==> config.mk <==
export PLATFORM = sky130hd
export DESIGN_NAME = branch_target_buffer
export DESIGN_NICKNAME = d
export VERILOG_FILES = /design/src/rtl/branch_target_buffer.sv
export SDC_FILE = /design/constraint.sdc
export NUM_CORES = 2
export LEC_CHECK = 0
export BUFFER_PORTS_ARGS = -buffer_cell sky130_fd_sc_hd__buf_4
export CORE_ASPECT_RATIO = 1.75
export CORE_UTILIZATION = 57
export CTS_CLUSTER_SIZE = 8
export DETAILED_ROUTE_END_ITERATION = 8
export PLACE_DENSITY = 0.8
export SETUP_SLACK_MARGIN = 0.1
export SLEW_MARGIN = 20
export SYNTH_ARGS = -nofsm -noshare
export SYNTH_HDL_FRONTEND = slang
export SYNTH_SLANG_ARGS = --single-unit
==> constraint.sdc <==
create_clock -name clk -period 3.75 [get_ports clk]
set_clock_uncertainty 0.05 [all_clocks]
set_input_delay 0.1875 -clock clk [delete_from_list [all_inputs] [get_ports clk]]
set_output_delay 0.1875 -clock clk [all_outputs]
set_load 0.05 [all_outputs]
==> src/rtl/branch_target_buffer.sv <==
// Direct-mapped branch target buffer with a 2-bit predictor state per entry.
// Lookup is combinational from the registered table; updates come from the
// resolved branch in EX and land on the next rising clock edge.
// Optional feature: define BTB_BYPASS_EN to forward a same-cycle update
// to the lookup port when it targets the same index and tag.
module branch_target_buffer #(
    parameter int XLEN  = 32,
    parameter int IDX_W = 5
) (
    input  logic            clk,
    input  logic            rst,
    input  logic [XLEN-1:0] lookup_pc,
    output logic            lookup_hit,
    output logic [1:0]      lookup_state,
    output logic            pred_taken,
    output logic [XLEN-1:0] next_pc,
    input  logic            upd_valid,
    input  logic [XLEN-1:0] upd_pc,
    input  logic            upd_taken,
    input  logic [XLEN-1:0] upd_target,
    input  logic [1:0]      upd_state,
    input  logic            flush_all
);

    localparam int ENTRIES = 1 << IDX_W;
    localparam int TAG_W   = XLEN - IDX_W - 2;

    typedef struct packed {
        logic              valid;
        logic [TAG_W-1:0]  tag;
        logic [XLEN-1:0]   target;
        logic [1:0]        state;
    } entry_t;

    entry_t table_q [ENTRIES];

    logic [IDX_W-1:0] lk_idx;
    logic [TAG_W-1:0] lk_tag;
    logic [IDX_W-1:0] up_idx;
    logic [TAG_W-1:0] up_tag;
    logic             up_hit;
    logic             up_write;
    entry_t           rd_entry;
    logic             rd_hit;

    // Instructions are word aligned; the byte-offset bits of the update PC
    // carry no information for indexing or tagging.
    logic unused_upd_pc_bits;
    assign unused_upd_pc_bits = ^upd_pc[1:0];

    assign lk_idx = lookup_pc[IDX_W+1:2];
    assign lk_tag = lookup_pc[XLEN-1:IDX_W+2];
    assign up_idx = upd_pc[IDX_W+1:2];
    assign up_tag = upd_pc[XLEN-1:IDX_W+2];

    // A resolved branch writes when it refreshes its own entry, or when it
    // was taken and must claim the slot; a flush suppresses any write.
    assign up_hit   = table_q[up_idx].valid && (table_q[up_idx].tag == up_tag);
    assign up_write = upd_valid && !flush_all && (up_hit || upd_taken);

    // Table state: async clear, flush of valid bits, or a single entry write.
    always_ff @(posedge clk or negedge rst) begin
        if (!rst) begin
            // NOTE: the whole table is reset, not just the valid bits, so
            // tags/targets/states come out of reset at a known zero value.
            for (int i = 0; i < ENTRIES; i++) begin
                table_q[i] <= '0;
            end
        end else if (flush_all) begin
            for (int i = 0; i < ENTRIES; i++) begin
                table_q[i].valid <= 1'b0;
            end
        end else if (up_write) begin
            // NOTE: non-blocking assignments keep the same-cycle lookup
            // reading pre-update contents regardless of process ordering.
            table_q[up_idx].valid <= 1'b1;
            table_q[up_idx].tag   <= up_tag;
            table_q[up_idx].state <= upd_state;
            if (upd_taken) begin
                table_q[up_idx].target <= upd_target;
            end
        end
    end

    // Read the indexed entry, optionally overlaid with the in-flight update.
    always_comb begin
        // NOTE: rd_entry is fully assigned before any conditional override,
        // so no latch is inferred on the paths that skip the bypass.
        rd_entry = table_q[lk_idx];
`ifdef BTB_BYPASS_EN
        if (rst && up_write && (up_idx == lk_idx) && (up_tag == lk_tag)) begin
            rd_entry.valid = 1'b1;
            rd_entry.tag   = up_tag;
            rd_entry.state = upd_state;
            if (upd_taken) begin
                rd_entry.target = upd_target;
            end
        end
`endif
        rd_hit = rd_entry.valid && (rd_entry.tag == lk_tag);
    end

    // Prediction outputs; a miss reports strong-not-taken and falls through.
    always_comb begin
        lookup_hit   = rd_hit;
        lookup_state = rd_hit ? rd_entry.state : 2'b00;
        pred_taken   = rd_hit && rd_entry.state[1];
        next_pc      = pred_taken ? rd_entry.target : lookup_pc + XLEN'(4);
    end

endmodule

==> impl_metrics.json <==
{
  "outcome": "complete, but fails checks",
  "violations": "hold timing, setup timing",
  "r2r_start": "table_q[833]$_DFFE_PN0P_",
  "crit_cells": 15,
  "clk_latency_ns": 0.83,
  "synthFlopType": "dfrtp_1",
  "busiest_layer": "met2",
  "cp_data_arrival_time_ns": 4.54,
  "top_register": "table_q",
  "clk_path_buf_depth": 4,
  "num_io_pins": 139,
  "netlist-cell-type-count": 64,
  "use_met1_pct": 44.5,
  "vias": 65900,
  "tns_ns": -650.70,
  "grt_use_total_pct": 39.3,
  "synth_top_area_cell": "dfrtp_1",
  "grt_pass1_wl_mm": 481,
  "p_seq_share_pct": 44.6,
  "fin_cells": 9450,
  "drtIter0Drc": 6536,
  "rr_endpoint": "table_q[1494]$_DFFE_PN0P_",
  "dp_cells": 9061,
  "finalHoldViolCount": 8,
  "grt_max_degree": 130,
  "met2_usage_pct": 62.9,
  "routed_wl_mm": 331,
  "power.net_switching_mw": 13.3,
  "async_flop_share_pct": 100,
  "viasPerCell": 6.98,
  "gp_congestion": 1.01,
  "worst_r2r_path_depth": 13,
  "p_int_mw": 39.4,
  "path_clk_slew_ns": 0.05,
  "crit_path_frequent_cell": "buf_6",
  "overflow": 0,
  "irDropWorstVdd_uv": 588,
  "slowest_delay_ns": 0.49,
  "multiInputGateArea_sq_um": 44900,
  "ff2ff_setup_slack_ns": -0.80,
  "synthToLayoutAreaGrowth_pct": 20.2,
  "core-area_sq_um": 165000,
  "path_class": "flip-flop to output pin",
  "synth_fp_nets": 6578,
  "root_buffer": "clkbuf_16",
  "die-area_sq_um": 168000,
  "crit_family": "buffers and inverters",
  "synthTopCellsByCount": "dfrtp_1, mux2_2, mux2i_1",
  "maxSlewViolCount": 0,
  "setup-violations-final": 932,
  "final_util_pct": 69.2,
  "largest_registers": "table_q x1920",
  "seq_area_sq_um": 48000,
  "fin_ws_ns": -1.03,
  "critPathRequiredTime_ns": 3.51,
  "crit_path_end_kind": "output pin",
  "max_slew_margin_pct": 25.4,
  "num-nets-final": 7336,
  "p_total_mw": 52.7,
  "syn_inst": 6474,
  "drt_pre_antenna_iters": 6,
  "fin_hold_ws_ns": -0.0342,
  "comb_power_share_pct": 13.0,
  "synth_top_cell_area_share_pct": 50.6,
  "crit_chain": "mux4_2, a22oi_1, a22oi_1, buf_4, xnor2_2, nand4_1, nor4_4, nand4_1, buf_6, buf_4, buf_16, a211oi_4, buf_6, a21oi_4, buf_6",
  "syn-cell-area_sq_um": 95000,
  "fmax_mhz": 209,
  "groute.layer.met3.usage_pct": 9.13,
  "hold_class": "primary input to async pin",
  "max-cap-violations": 0,
  "cp_max_fo": 6,
  "worstMarginPinSlew_ns": 1.12,
  "clkSinkCount": 1920,
  "place_area_sq_um": 105000,
  "cpMaxStageDelayCell": "mux4_2",
  "synthMostInstantiatedCell": "dfrtp_1",
  "powerDensity_nw_per_um2": 462,
  "htreeDepth": 5,
  "critPathBufInv": 6,
  "ys_ff_latch": 1920,
  "fin_crit_ns": 4.78,
  "initial_core_util_pct": 57.6,
  "min_period_over_period_pct": 127,
  "post-dp-hpwl_mm": 209,
  "dp_slack_ns": -1.16,
  "largest_register_ffs": 1920,
  "rows": 197,
  "first_global_vias": 71000,
  "synth_edf_count": 0,
  "final_cell_area_sq_um": 114000,
  "ant_nets": 0,
  "tritoncts.num_buffers": 281,
  "wl_per_cell_um": 35.0,
  "drc_errors": 0,
  "die_x_um": 311,
  "die_y_um": 542,
  "fillers": 10700,
  "syn_avg_cell_area_sq_um": 14.7,
  "sw_frac_of_total_pct": 25.3,
  "clkPwrFrac_pct": 42.4,
  "tritoncts": "built",
  "grt_setup_unrepaired": "yes",
  "antenna_found_initial": 11,
  "yosysSeqAreaShare_pct": 50.6,
  "cp-startpoint": "table_q[1671]$_DFFE_PN0P_",
  "drive_above_1_share_pct": 52.2,
  "port_buffers": 136,
  "critPathCapture": "next_pc[15]",
  "cp-start-kind": "flip-flop",
  "p_leak_nw": 54.1,
  "ys_warn_count": 0,
  "synthTopCellsByArea": "dfrtp_1, mux2_2, mux4_2"
}
==> timing repair <==
item	4_1_cts	5_1_grt
buffers inserted	10	8
hold endpoints to repair	1994	0
gates resized for setup	105	33
pin swaps	18	9
hold buffers	60	0
setup endpoints to repair	932	932
cloned	1	0
==> layer usage <==
| layer | part of all wire, % | wire length (um) | vias to the layer above |
|---|---|---|---|
| met2 | 48 | 158000 | 3933 |
| met3 | 8.3 | 27400 | 1580 |
| met1 | 34 | 112000 | 34600 |
| li1 | - | - | 25800 |
| met4 | 10 | 33900 | 4 |
| met5 | 0.0085 | 28 | - |
==> power by group through the flow <==
stage | sequential [mW] | combinational [mW] | clock, mW
finish | 23.5 | 6.86 | 22.3
detailed placement | 23.8 | 6.57 | 0
floorplan | 23.4 | 3.95 | 0
global placement | 23.6 | 6.36 | 0
CTS | 23.5 | 6.76 | 22.4
global route | 23.7 | 7.19 | 23.3
==> layout make-up <==
cell class                      instances  share of cell area, %
Antenna cell                           11                 0.0241
Clock buffer                          288                   6.32
Clock inverter                         13                  0.143
Inverter                               11                 0.0428
Multi-Input combinational cell       3892                   39.4
Sequential cell                      1920                   42.1
Tap cell                             2189                   2.40
Timing Repair Buffer                 1126                   9.60
==> cell families after synthesis <==
kind of cell / count (synthesis) / share of synthesized area (%)
xor gates and xnor gates: 56 / 0.517
adders and majority gates: 1 / 0.0132
AOI/OAI and AO/OA: 509 / 3.61
buffers and inverters: 662 / 3.30
DFF: 1920 / 50.6
muxes: 2955 / 39.7
and+or+nand+nor: 371 / 2.22
==> cell usage in the layout (no fill, tap or decap), types with 11 or more instances in the layout <==
cell           count
diode_2           11
mux2_2          1742
xor2_1            29
a21oi_2           15
nor2_1            35
a221oi_1          22
mux2i_1          594
mux4_2           463
a21oi_1           53
o22ai_1          205
a211oi_4          15
nor4_1            43
clkbuf_16        288
xnor2_1           25
and3_1            22
buf_12           163
o221ai_1          39
nand2_1           57
nand4_1           12
mux2_4            40
mux2_1           113
nor2_4            24
and2_1            32
a21o_1            31
buf_6             54
buf_4            838
a211oi_2          12
nand3_1           28
and2_2            27
a22oi_1           45
a21oi_4           19
dfrtp_1         1920
dlygate4sd3_1     60
==> worst min-delay path by stage <==
| stage | from | slack (ns) | to | cells after the start |
|---|---|---|---|---|
| detailed placement | rst | 0.22 | table_q[1706]$_DFFE_PN0P_ | 1 |
| finish | rst | -0.03 | table_q[1886]$_DFFE_PN0P_ | 2 |
| global placement | rst | 0.22 | table_q[1766]$_DFFE_PN0P_ | 1 |
| CTS | upd_pc[25] | 0.003 | table_q[1192]$_DFFE_PN0P_ | 3 |
| global route | upd_pc[25] | 0.03 | table_q[1912]$_DFFE_PN0P_ | 3 |
| floorplan | rst | -0.16 | table_q[0]$_DFFE_PN0P_ | 0 |
No activity file was read; power rests on OpenSTA's default activity.
